## src/rtl/text_writer.sv

```systemverilog
// Character RAM write-port feeder for the text display: takes a byte stream, keeps
// a wrapping text cursor and issues registered single-cycle writes into the RAM.
//
//  state    | meaning
//  ---------|---------------------------------------------------------------
//  ST_CLEAR | writing BLANK to every cell, one per cycle; input not accepted
//  ST_IDLE  | accepting bytes; printable/BS produce writes, CR/LF/FF move the cursor
module text_writer #(
    parameter int         COLS   = 80,
    parameter int         ROWS   = 60,
    parameter int         ADDR_W = 13,
    parameter logic [7:0] BLANK  = 8'h20
) (
    input  logic              px_clk,
    input  logic              rst,
    input  logic [7:0]        in_data,
    input  logic              in_valid,
    output logic              in_ready,
    output logic              write_en,
    output logic [ADDR_W-1:0] waddr,
    output logic [7:0]        wdata,
    output logic [6:0]        cur_col,
    output logic [5:0]        cur_row,
    output logic              busy
);

    typedef enum logic {
        ST_CLEAR,
        ST_IDLE
    } state_t;

    localparam logic [6:0]        COL_LAST = 7'(COLS - 1);
    localparam logic [5:0]        ROW_LAST = 6'(ROWS - 1);
    localparam logic [ADDR_W-1:0] CLR_LAST = ADDR_W'(COLS * ROWS - 1);
    localparam logic [ADDR_W-1:0] COLS_A   = ADDR_W'(COLS);

    localparam logic [7:0] CH_BS = 8'h08;
    localparam logic [7:0] CH_LF = 8'h0A;
    localparam logic [7:0] CH_FF = 8'h0C;
    localparam logic [7:0] CH_CR = 8'h0D;

    state_t            state_q,    state_d;
    logic [ADDR_W-1:0] clr_addr_q, clr_addr_d;
    logic [6:0]        col_q,      col_d;
    logic [5:0]        row_q,      row_d;
    logic [ADDR_W-1:0] row_base_q, row_base_d;
    logic              write_en_q, write_en_d;
    logic [ADDR_W-1:0] waddr_q,    waddr_d;
    logic [7:0]        wdata_q,    wdata_d;
    logic              in_ready_q, in_ready_d;
    logic              busy_q,     busy_d;

    logic              accept;
    logic              printable;
    logic [ADDR_W-1:0] cur_addr;
    logic [5:0]        row_adv;
    logic [ADDR_W-1:0] row_base_adv;

    always_comb begin
        accept    = in_valid && in_ready_q && (state_q == ST_IDLE);
        printable = (in_data >= 8'h20) && (in_data <= 8'h7E);
        cur_addr  = row_base_q + ADDR_W'(col_q);

        // row_base follows cur_row*COLS by adding COLS per row, wrapping to 0
        if (row_q == ROW_LAST) begin
            row_adv      = 6'd0;
            row_base_adv = '0;
        end else begin
            row_adv      = row_q + 6'd1;
            row_base_adv = row_base_q + COLS_A;
        end
    end

    always_comb begin
        state_d    = state_q;
        clr_addr_d = clr_addr_q;
        col_d      = col_q;
        row_d      = row_q;
        row_base_d = row_base_q;
        write_en_d = 1'b0;
        waddr_d    = waddr_q;
        wdata_d    = wdata_q;
        in_ready_d = in_ready_q;
        busy_d     = busy_q;

        case (state_q)
            ST_CLEAR: begin
                write_en_d = 1'b1;
                waddr_d    = clr_addr_q;
                wdata_d    = BLANK;
                col_d      = 7'd0;
                row_d      = 6'd0;
                row_base_d = '0;
                if (clr_addr_q == CLR_LAST) begin
                    clr_addr_d = '0;
                    state_d    = ST_IDLE;
                    in_ready_d = 1'b1;
                    busy_d     = 1'b0;
                end else begin
                    clr_addr_d = clr_addr_q + ADDR_W'(1);
                    in_ready_d = 1'b0;
                    busy_d     = 1'b1;
                end
            end

            ST_IDLE: begin
                in_ready_d = 1'b1;
                busy_d     = 1'b0;
                if (accept) begin
                    if (printable) begin
                        write_en_d = 1'b1;
                        waddr_d    = cur_addr;
                        wdata_d    = in_data;
                        if (col_q == COL_LAST) begin
                            col_d      = 7'd0;
                            row_d      = row_adv;
                            row_base_d = row_base_adv;
                        end else begin
                            col_d = col_q + 7'd1;
                        end
                    end else begin
                        case (in_data)
                            CH_CR: col_d = 7'd0;
                            CH_LF: begin
                                row_d      = row_adv;
                                row_base_d = row_base_adv;
                            end
                            CH_BS: begin
                                // BS stops at column 0; it never backs into the previous row
                                if (col_q != 7'd0) begin
                                    col_d      = col_q - 7'd1;
                                    write_en_d = 1'b1;
                                    waddr_d    = cur_addr - ADDR_W'(1);
                                    wdata_d    = BLANK;
                                end
                            end
                            CH_FF: begin
                                col_d      = 7'd0;
                                row_d      = 6'd0;
                                row_base_d = '0;
                                state_d    = ST_CLEAR;
                                in_ready_d = 1'b0;
                                busy_d     = 1'b1;
                            end
                            default: ;
                        endcase
                    end
                end
            end

            default: begin
                state_d    = ST_CLEAR;
                clr_addr_d = '0;
                in_ready_d = 1'b0;
                busy_d     = 1'b1;
            end
        endcase
    end

    always_ff @(posedge px_clk) begin
        if (rst) begin
            state_q    <= ST_CLEAR;
            clr_addr_q <= '0;
            col_q      <= 7'd0;
            row_q      <= 6'd0;
            row_base_q <= '0;
            write_en_q <= 1'b0;
            waddr_q    <= '0;
            wdata_q    <= 8'h00;
            in_ready_q <= 1'b0;
            busy_q     <= 1'b1;
        end else begin
            state_q    <= state_d;
            clr_addr_q <= clr_addr_d;
            col_q      <= col_d;
            row_q      <= row_d;
            row_base_q <= row_base_d;
            write_en_q <= write_en_d;
            waddr_q    <= waddr_d;
            wdata_q    <= wdata_d;
            in_ready_q <= in_ready_d;
            busy_q     <= busy_d;
        end
    end

    assign in_ready = in_ready_q;
    assign write_en = write_en_q;
    assign waddr    = waddr_q;
    assign wdata    = wdata_q;
    assign cur_col  = col_q;
    assign cur_row  = row_q;
    assign busy     = busy_q;

endmodule
```

## config.mk

```make
export PLATFORM = sky130hd
export DESIGN_NAME = text_writer
export DESIGN_NICKNAME = d
export VERILOG_FILES = /design/src/rtl/text_writer.sv
export SDC_FILE = /design/constraint.sdc
export NUM_CORES = 1
export LEC_CHECK = 0
export ABC_AREA = 1
export CORE_AREA = 10 10 96 98
export DETAILED_ROUTE_END_ITERATION = 8
export DIE_AREA = 0 0 106 108
export GPL_TIMING_DRIVEN = 0
export HOLD_SLACK_MARGIN = 0.08
export PLACE_DENSITY = 0.77
export SLEW_MARGIN = 20
export SYNTH_ARGS = -nofsm -noshare
export SYNTH_HDL_FRONTEND = slang
export SYNTH_SLANG_ARGS = --single-unit
```

## constraint.sdc

```tcl
create_clock -name px_clk -period 3.1 [get_ports px_clk]
set_input_delay 0.31 -clock px_clk [delete_from_list [all_inputs] [get_ports px_clk]]
set_output_delay 0.31 -clock px_clk [all_outputs]
set_load 0.005 [all_outputs]
```

Word-level counts from Yosys, hierarchy flattened
Cells that the tools add are included.
{"block": "word_totals", "reg_bits": 63, "input_bits": 11, "out_inout_bits": 37, "wordCells": 85}
{"block": "op_classes", "addsub": 7, "magnitude_cmp": 2, "n_eq_ne": 14, "mux": 44, "n_bitwise": 1, "reduce_logical": 8}
{"cell": "$mux 13", "n": 9}
{"cell": "$pmux 13 s2", "n": 3}
{"cell": "$eq 8x4->1 const B", "n": 4}
{"cell": "$mux 8", "n": 4}
{"cell": "$mux 7", "n": 4}
{"cell": "$pmux 7 s2", "n": 2}
{"cell": "$mux 6", "n": 4}
{"cell": "$pmux 6 s2", "n": 2}
{"cell": "$pmux 8 s2", "n": 1}
{"cell": "$add 13x1->13 const B", "n": 1}
{"cell": "$add 13x7->13", "n": 1}
{"cell": "$add 13x7->13 const B", "n": 1}
{"cell": "$eq 13x13->1 const B", "n": 1}
{"cell": "$sub 13x1->13 const B", "n": 1}
{"cell": "$mux 1", "n": 12}
{"cell": "$reduce_and 3->1", "n": 3}
{"cell": "$ge 8x6->1 const B", "n": 1}
{"cell": "$le 8x7->1 const B", "n": 1}
{"cell": "$add 7x1->7 const B", "n": 1}
{"cell": "$eq 7x7->1 const B", "n": 1}
{"cell": "$reduce_bool 7->1", "n": 1}
{"cell": "$sub 7x1->7 const B", "n": 1}
{"cell": "$add 6x1->6 const B", "n": 1}
{"cell": "$eq 6x6->1 const B", "n": 1}
{"cell": "10 further kinds", "n": 15}

Depth between registers and ports, before layout
Gate-level depths: netlist of the first run.
{"block": "depth", "depth_word": 7, "mapped_depth": 16, "mapped_depth_nobuf": 16}

Worst setup path before layout of the first run
OpenSTA, ideal clock, no wires.
{"block": "synth_timing", "kind": "reg-to-reg", "start": "reg col_q[0], in the netlist cur_col[0]", "end": "reg waddr_q[12], in the netlist waddr[12]", "setup_time_ps": 130, "t_arrival_ps": 2096, "required_time_ps": 2970, "setup_slack_ps": 874, "path_stages_with_launch": 14, "n_path_buf": 0, "period_less_slack_ps": 2226, "path_cell_list": "dfxtp_1 -> ha_1 -> fa_1 -> inv_1 -> ha_1 -> nand3_2 -> nor2_2 -> nand3_2 -> nor2_4 -> nand2_1 -> nand2_1 -> nand3_1 -> nand2_1 -> a21oi_2"}
{"block": "synth_between", "elab_chain_len": 7, "word_cells_on_any_way": 10, "classes_between": "add/sub: 2; eq/ne: 1; mux: 5; reduce/logical: 2"}
{"item": "start: declaration", "line": "44", "rtl": "logic [6:0] col_q, col_d;"}
{"item": "start signal: assignment", "line": "175", "rtl": "col_q <= col_d;"}
{"item": "$add 13x7->13", "line": "62", "rtl": "cur_addr = row_base_q + ADDR_W'(col_q);"}
{"item": "$sub 13x1->13", "line": "133", "rtl": "waddr_d = cur_addr - ADDR_W'(1);"}
{"item": "$mux 13", "line": "130", "rtl": "if (col_q != 7'd0) begin"}
{"item": "$mux 13", "line": "122", "rtl": "case (in_data)"}
{"item": "$mux 13", "line": "110", "rtl": "if (printable) begin"}
{"item": "$mux 13", "line": "109", "rtl": "if (accept) begin"}
{"item": "$pmux 13 s2", "line": "86", "rtl": "case (state_q)"}
{"item": "end signal: assignment", "line": "179", "rtl": "waddr_q <= waddr_d;"}
{"item": "end: declaration", "line": "48", "rtl": "logic [ADDR_W-1:0] waddr_q, waddr_d;"}
Parallel ways exist; a longest one is shown, timed or not. The select of a mux whose other input is x is not followed.
A chain may end at the register's enable or synchronous reset.

Worst setup path after layout of the first run
{"block": "layout_timing", "start": "reg col_q[0], in the netlist cur_col[0]", "end": "reg waddr_q[10], in the netlist waddr[10]"}
Same word-level chain as after synthesis.

==> results.py, run 1 <==
metrics = {
    "cts": {
        "cts_resized": 0,
        "clock_sinks": 63,
        "cts_tree": "built",
        "worstSkewPairLatency_ps": 350,
        "h-tree-depth": 3,
        "post_cts_buffers": 0,
        "root_buffer": "clkbuf_8",
        "clk_pin_slew_ps": 70,
        "cts_hold_buf": 0,
        "cts_inserted_buffers": 9,
        "clk_path_buf_depth": 2,
    },
    "timing": {
        "timing.setup.tns_ps": 0,
        "setup_viol": 0,
        "relSlewSlack_pct": 57.65,
        "finClkSkew_ps": 8.392,
        "finalHoldViolCount": 0,
        "finalCritPeriodShare_pct": 81.56,
        "worst_slew_pin_slew_ps": 630.4,
        "rsz0062_at_grt": "false",
        "fin_ws_ps": 571.6,
        "fmax_mhz": 395.5,
        "finalCriticalPeriod_ps": 2528,
        "slew_violations": 0,
    },
    "global_route": {
        "grt_antenna_before_repair": 0,
        "grt_first_pass_wirelength_um": 18150,
        "grt_max_degree": 12,
        "grt_pass1_vias": 3892,
        "track_usage_pct": 19.16,
        "grt-ovfl-total": 0,
    },
    "yosys": {
        "yosysSeqAreaShare_pct": 31.07,
        "syn_avg_cell_area_um2": 6.903,
        "yosysWarnings": 0,
        "synth_top_area_share_pct": 31.07,
        "syn_nets": 614,
        "postSynth.asyncResetShare_pct": 0,
        "ys_top_cells_by_area": "dfxtp_1 31%, nand2_1 11%, nand3_1 7.0%",
        "synth_top_area_cell": "dfxtp_1",
        "synth_edf_count": 0,
        "ys_ff_latch": 63,
        "synth_flop_cell": "dfxtp_1",
        "netlist_area_um2": 4059,
        "netlist_instances": 588,
        "ys_types": 55,
    },
    "cells_and_area": {
        "final_common_cell": "nand2_1",
        "regArea_um2": 1261,
        "fin_nets": 671,
        "fillers": 700,
        "antenna_cells": 0,
        "area_growth_pct": 20.44,
        "multi_input_area_um2": 2379,
        "instances_no_fill": 752,
        "most-common-layout-cells": "119 x nand2_1, 76 x inv_1, 63 x dfxtp_1, 61 x nor2_1, 57 x nand3_1",
        "drive_gt1_share_pct": 10.92,
    },
    "critical_path": {
        "cpMostUsedCell": "nand2_1",
        "r2r-end": "waddr[10]",
        "reg2reg_from": "cur_col[0]",
        "crit_family": "adder cells",
        "reg2reg_depth": 13,
        "cp_slowest_stage_delay_ps": 480,
        "criticalPathCategory": "reg2reg",
        "crit_buf_inv": 1,
        "reg2reg_slack_ps": 570,
        "endpoint_kind": "flip-flop",
        "critPathMaxFanout": 8,
        "worstPathArrival_ps": 2740,
        "cp_slowest_cell": "dfxtp_1",
        "path_cells": "ha_1, fa_1, inv_1, ha_1, nand3_2, nor2_2, nand3_2, nor2_4, nand2_1, nand2_1, nand3_1, nand2_1, a21oi_1",
        "critical_path_required_ps": 3310,
        "critPathLaunchType": "flip-flop",
    },
    "route": {
        "routed_via_density": 5.301,
        "drt_first_pass_iters": 5,
        "routed_wl_um": 10810,
        "num_vias": 3986,
        "drtIter0Drc": 244,
        "drc": 0,
        "wire_per_inst_um": 14.37,
        "ant_nets": 0,
    },
    "power": {
        "ir_worst_vdd_uv": 187.7,
        "power_mw": 1.768,
        "leakagePower_nw": 2.042,
        "powerDensity_nw_per_um2": 361.7,
    },
    "floorplan": {
        "ioPinCount": 48,
        "dieArea_um2": 11450,
        "die_x_um": 106,
        "num_rows": 32,
        "coreArea_um2": 7447,
        "die_y_um": 108,
        "initial_utilization_pct": 54.50,
    },
    "run_status": {
        "status": "finished clean",
    },
    "placed_design": {
        "io_buffers": 46,
        "preCtsSetupSlack_ps": 559.0,
        "dp_hpwl_um": 8207,
        "gp_congestion": 0.9176,
        "dp.cells": 736,
    },
    "run": {
        "max_cap_violations": 0,
    },
    "hold_path": {
        "worstHoldPathType": "in2reg",
        "whs_path_depth": 2,
        "holdPathEnd": "waddr[12]",
        "hp-start": "rst",
    },
}
cells by family after synthesis:
| group | Yosys count | synth area share, % |
|---|---|---|
| compound gates | 95 | 14.12 |
| flops | 63 | 31.07 |
| xor+xnor | 20 | 4.316 |
| buf+inv | 100 | 10.33 |
| simple gates | 295 | 35.36 |
| fa+ha+maj | 15 | 4.809 |
worst max-delay path by stage:
stage	start	to	cells past startpoint
2_1_floorplan	cur_col[0]	waddr[12]	13
3_3_place_gp	cur_col[0]	waddr[10]	13
3_5_place_dp	cur_col[0]	waddr[10]	13
4_1_cts	cur_col[0]	waddr[10]	13
5_1_grt	cur_col[0]	waddr[10]	13
6_report	cur_col[0]	waddr[10]	13
power by group:
group	total, mW	internal (mW)	leakage (nW)	switching [mW]
sequential	0.820	0.816	0.509	0.00386
clock	0.854	0.520	0.119	0.334
combinational	0.0946	0.0377	1.41	0.0569
worst reg2reg max path: cells and delay by family (launching register included):
| kind | cells | cell delay, ps |
|---|---|---|
| buf+inv | 1 | 100 |
| flops | 1 | 480 |
| simple gates | 8 | 810 |
| compound gates | 1 | 70 |
| fa+ha+maj | 3 | 950 |
synthesized netlist by cell type, types with 2 or more instances:
master	n
inv_1	76
o21ai_0	21
clkbuf_1	4
buf_2	7
a211oi_1	2
nor3_2	3
nor4_2	2
a21oi_1	37
xor2_1	17
nand4_1	7
nor2_2	4
buf_6	3
nand2_4	2
a21oi_2	2
nand3_2	4
inv_2	4
nand3_1	57
nor3b_1	2
dfxtp_1	63
nand2_2	4
buf_1	2
nor2_1	61
o22ai_1	5
nor3b_2	3
a31oi_1	4
ha_1	14
inv_4	3
xnor2_1	3
nor2_4	4
nor3_1	16
o21ai_1	6
o31ai_1	4
nand2_1	119
a21boi_1	2
sequential cells by signal (all words and copies together), names as in the netlist:
name	count
busy	1
wdata	8
cur_col	7
in_ready	1
cur_row	6
waddr	13
row_base_q	13
write_en	1
clr_addr_q	13
per-stage QoR:
stage	util (%)	hold WS, ps	instance area, um2
after floorplan	-	412.1	4059
after global placement	62.40	418.4	4647
after detailed placement	62.40	424.8	4647
after CTS	65.64	436.3	4888
after global routing	65.64	459.9	4888
final	65.64	441.9	4888
metal layers:
layer / track usage [%] / wire length, um / up-vias / share of wire (%)
li1: - / - / 2045 / -
met1: 22.07 / 4692 / 1804 / 43
met2: 32.99 / 5177 / 118 / 48
met3: 6.068 / 723 / 19 / 6.7
met4: 6.576 / 213 / 0 / 2.0
met5: 0 / 0 / - / 0
layout make-up:
type	count	share of cell area (%)
inverter	84	6.706
tap	102	2.611
sequential	63	25.80
timing repair buffer	46	9.419
multi-input combinational	425	48.66
buffer	16	1.868
clock buffer	12	3.379
clock inverter	4	1.561
(Power assumes the default switching activity.)
==> run 2: changes to the inputs <==
CORE_AREA = 10 10 101 103   (was 10 10 96 98)
DIE_AREA = 0 0 111 113   (was 0 0 106 108)
PLACE_DENSITY = 0.73   (was 0.77)
clock period = 2.18 ns   (was 3.1 ns; I/O delays follow)
==> results.py, run 2 (synthesized netlist as in run 1, its figures left out) <==
metrics = {
    "cts": {
        "root_buffer": "clkbuf_8",
        "clock_sinks": 63,
        "cts_inserted_buffers": 9,
        "h-tree-depth": 3,
        "cts_hold_buf": 0,
        "clk_pin_slew_ps": 70,
        "cts_tree": "built",
        "clk_path_buf_depth": 2,
        "worstSkewPairLatency_ps": 330,
    },
    "global_route": {
        "grt_max_degree": 11,
        "grt_antenna_before_repair": 0,
        "grt_first_pass_wirelength_um": 18000,
        "track_usage_pct": 16.80,
        "grt_pass1_vias": 3817,
        "grt-ovfl-total": 0,
    },
    "timing": {
        "relSlewSlack_pct": 56.30,
        "finalCritPeriodShare_pct": 100.3,
        "finalCriticalPeriod_ps": 2188,
        "worst_slew_pin_slew_ps": 655.4,
        "fmax_mhz": 457.1,
        "setup_viol": 3,
        "fin_ws_ps": -7.572,
        "finClkSkew_ps": 6.031,
        "rsz0062_at_grt": "true",
        "timing.setup.tns_ps": -14.73,
        "finalHoldViolCount": 0,
        "slew_violations": 0,
    },
    "critical_path": {
        "cp_slowest_stage_delay_ps": 450,
        "critPathMaxFanout": 5,
        "path_cells": "ha_4, fa_2, inv_2, ha_4, nand3_4, nor2_4, nand3_4, nor2_4, nand2_2, nand2_2, nand3_2, nand2_1, a21oi_1",
        "cp_slowest_cell": "fa_2",
        "criticalPathCategory": "reg2reg",
        "critPathLaunchType": "flip-flop",
        "critical_path_required_ps": 2380,
        "endpoint_kind": "flip-flop",
        "worstPathArrival_ps": 2390,
    },
    "floorplan": {
        "die_x_um": 111,
        "initial_utilization_pct": 49.90,
        "dieArea_um2": 12540,
        "ioPinCount": 48,
        "die_y_um": 113,
        "num_rows": 33,
        "coreArea_um2": 8134,
    },
    "cells_and_area": {
        "fillers": 725,
        "fin_nets": 687,
        "drive_gt1_share_pct": 18.80,
        "area_growth_pct": 28.70,
        "final_util_pct": 64.22,
        "multi_input_area_um2": 2591,
        "final_common_cell": "nand2_1",
        "regArea_um2": 1271,
        "instances_no_fill": 770,
        "antenna_cells": 0,
        "most-common-layout-cells": "108 x nand2_1, 75 x inv_1, 57 x nor2_1, 57 x dfxtp_1, 49 x nand3_1",
    },
    "hold_path": {
        "worstHoldPathType": "in2reg",
    },
    "placed_design": {
        "gp_congestion": 0.8999,
        "preCtsSetupSlack_ps": -289.0,
        "dp_hpwl_um": 8130,
        "dp.cells": 739,
        "io_buffers": 46,
    },
    "route": {
        "drtIter0Drc": 214,
        "routed_via_density": 5.299,
        "ant_nets": 0,
        "routed_wl_um": 11130,
        "wire_per_inst_um": 14.46,
        "num_vias": 4080,
        "drt_first_pass_iters": 5,
        "drc": 0,
    },
    "run": {
        "max_cap_violations": 0,
    },
    "power": {
        "leakagePower_nw": 2.133,
        "cell_internal_pwr_mw": 1.978,
        "p_sw_mw": 0.5310,
        "combPwrFrac_pct": 6.1,
        "ir_worst_vdd_uv": 300.9,
        "powerDensity_nw_per_um2": 480.3,
        "swShare_pct": 21.17,
        "p_clk_share_pct": 47.5,
        "seq_power_share_pct": 46.4,
    },
    "run_status": {
        "violations": "negative setup slack",
        "status": "finished, violations left",
    },
}
==> run 2: changes by cell type in the layout (fill, tap and decap cells not counted), sizes merged <==
cell	change
clkbuf	-1
buf	+16
clkinvlp	-1
bufinv	+1
==> run 2: power by group through the flow <==
stage               clock [mW]  combinational, mW  sequential, mW
floorplan                    0             0.0793            1.19
global placement             0              0.130            1.19
detailed placement           0              0.133            1.19
CTS                       1.21              0.143            1.16
global route              1.26              0.168            1.16
finish                    1.19              0.153            1.16
==> run 2: layer usage <==
metal  track usage, %  vias up  wire length, um
met5                0        -                0
met4            6.076        0              140
met3            3.381       13              566
met2            28.73      102             5477
met1            20.41     1885             4951
li1                 -     2080                -
==> run 2: stage by stage <==
step	power, mW	instance area [um2]	hold slack (ps)
3_5_place_dp	1.324	4652	422.9
2_1_floorplan	1.271	4060	349.3
5_1_grt	2.591	5224	415.3
3_3_place_gp	1.321	4652	418.2
6_report	2.509	5224	396.6
4_1_cts	2.520	4999	384.8
==> run 2: path summary, 6_finish.rpt <==
check / start / to / slack [ps] / cells past startpoint
min: rst / waddr[12] / 400 / 2
max: cur_col[0] / waddr[10] / -8 / 13
min reg2reg: wdata[7] / wdata[7] / 440 / 2
max reg2reg: cur_col[0] / waddr[10] / -8 / 13
==> run 2: critical path: cells and delay by family, from the launching register on <==
kind | cells | cell delay [ps]
DFF | 1 | 370
adders and majority gates | 3 | 750
buffers and inverters | 1 | 100
and+or+nand+nor | 8 | 770
AOI/OAI and AO/OA | 1 | 60
==> run 2: what timing repair did <==
action	in CTS	in global routing
setup buffers	8	8
pin swaps	11	13
resized for setup	17	37
endpoints found under the setup margin	15	25
==> run 2: layout make-up <==
cell class,instances,area share (%)
inverter,84,6.275
multi-input combinational,425,49.60
buffer,16,1.749
clock buffer,11,2.515
tap,105,2.515
clock inverter,4,1.820
timing repair buffer,62,11.19
sequential,63,24.34
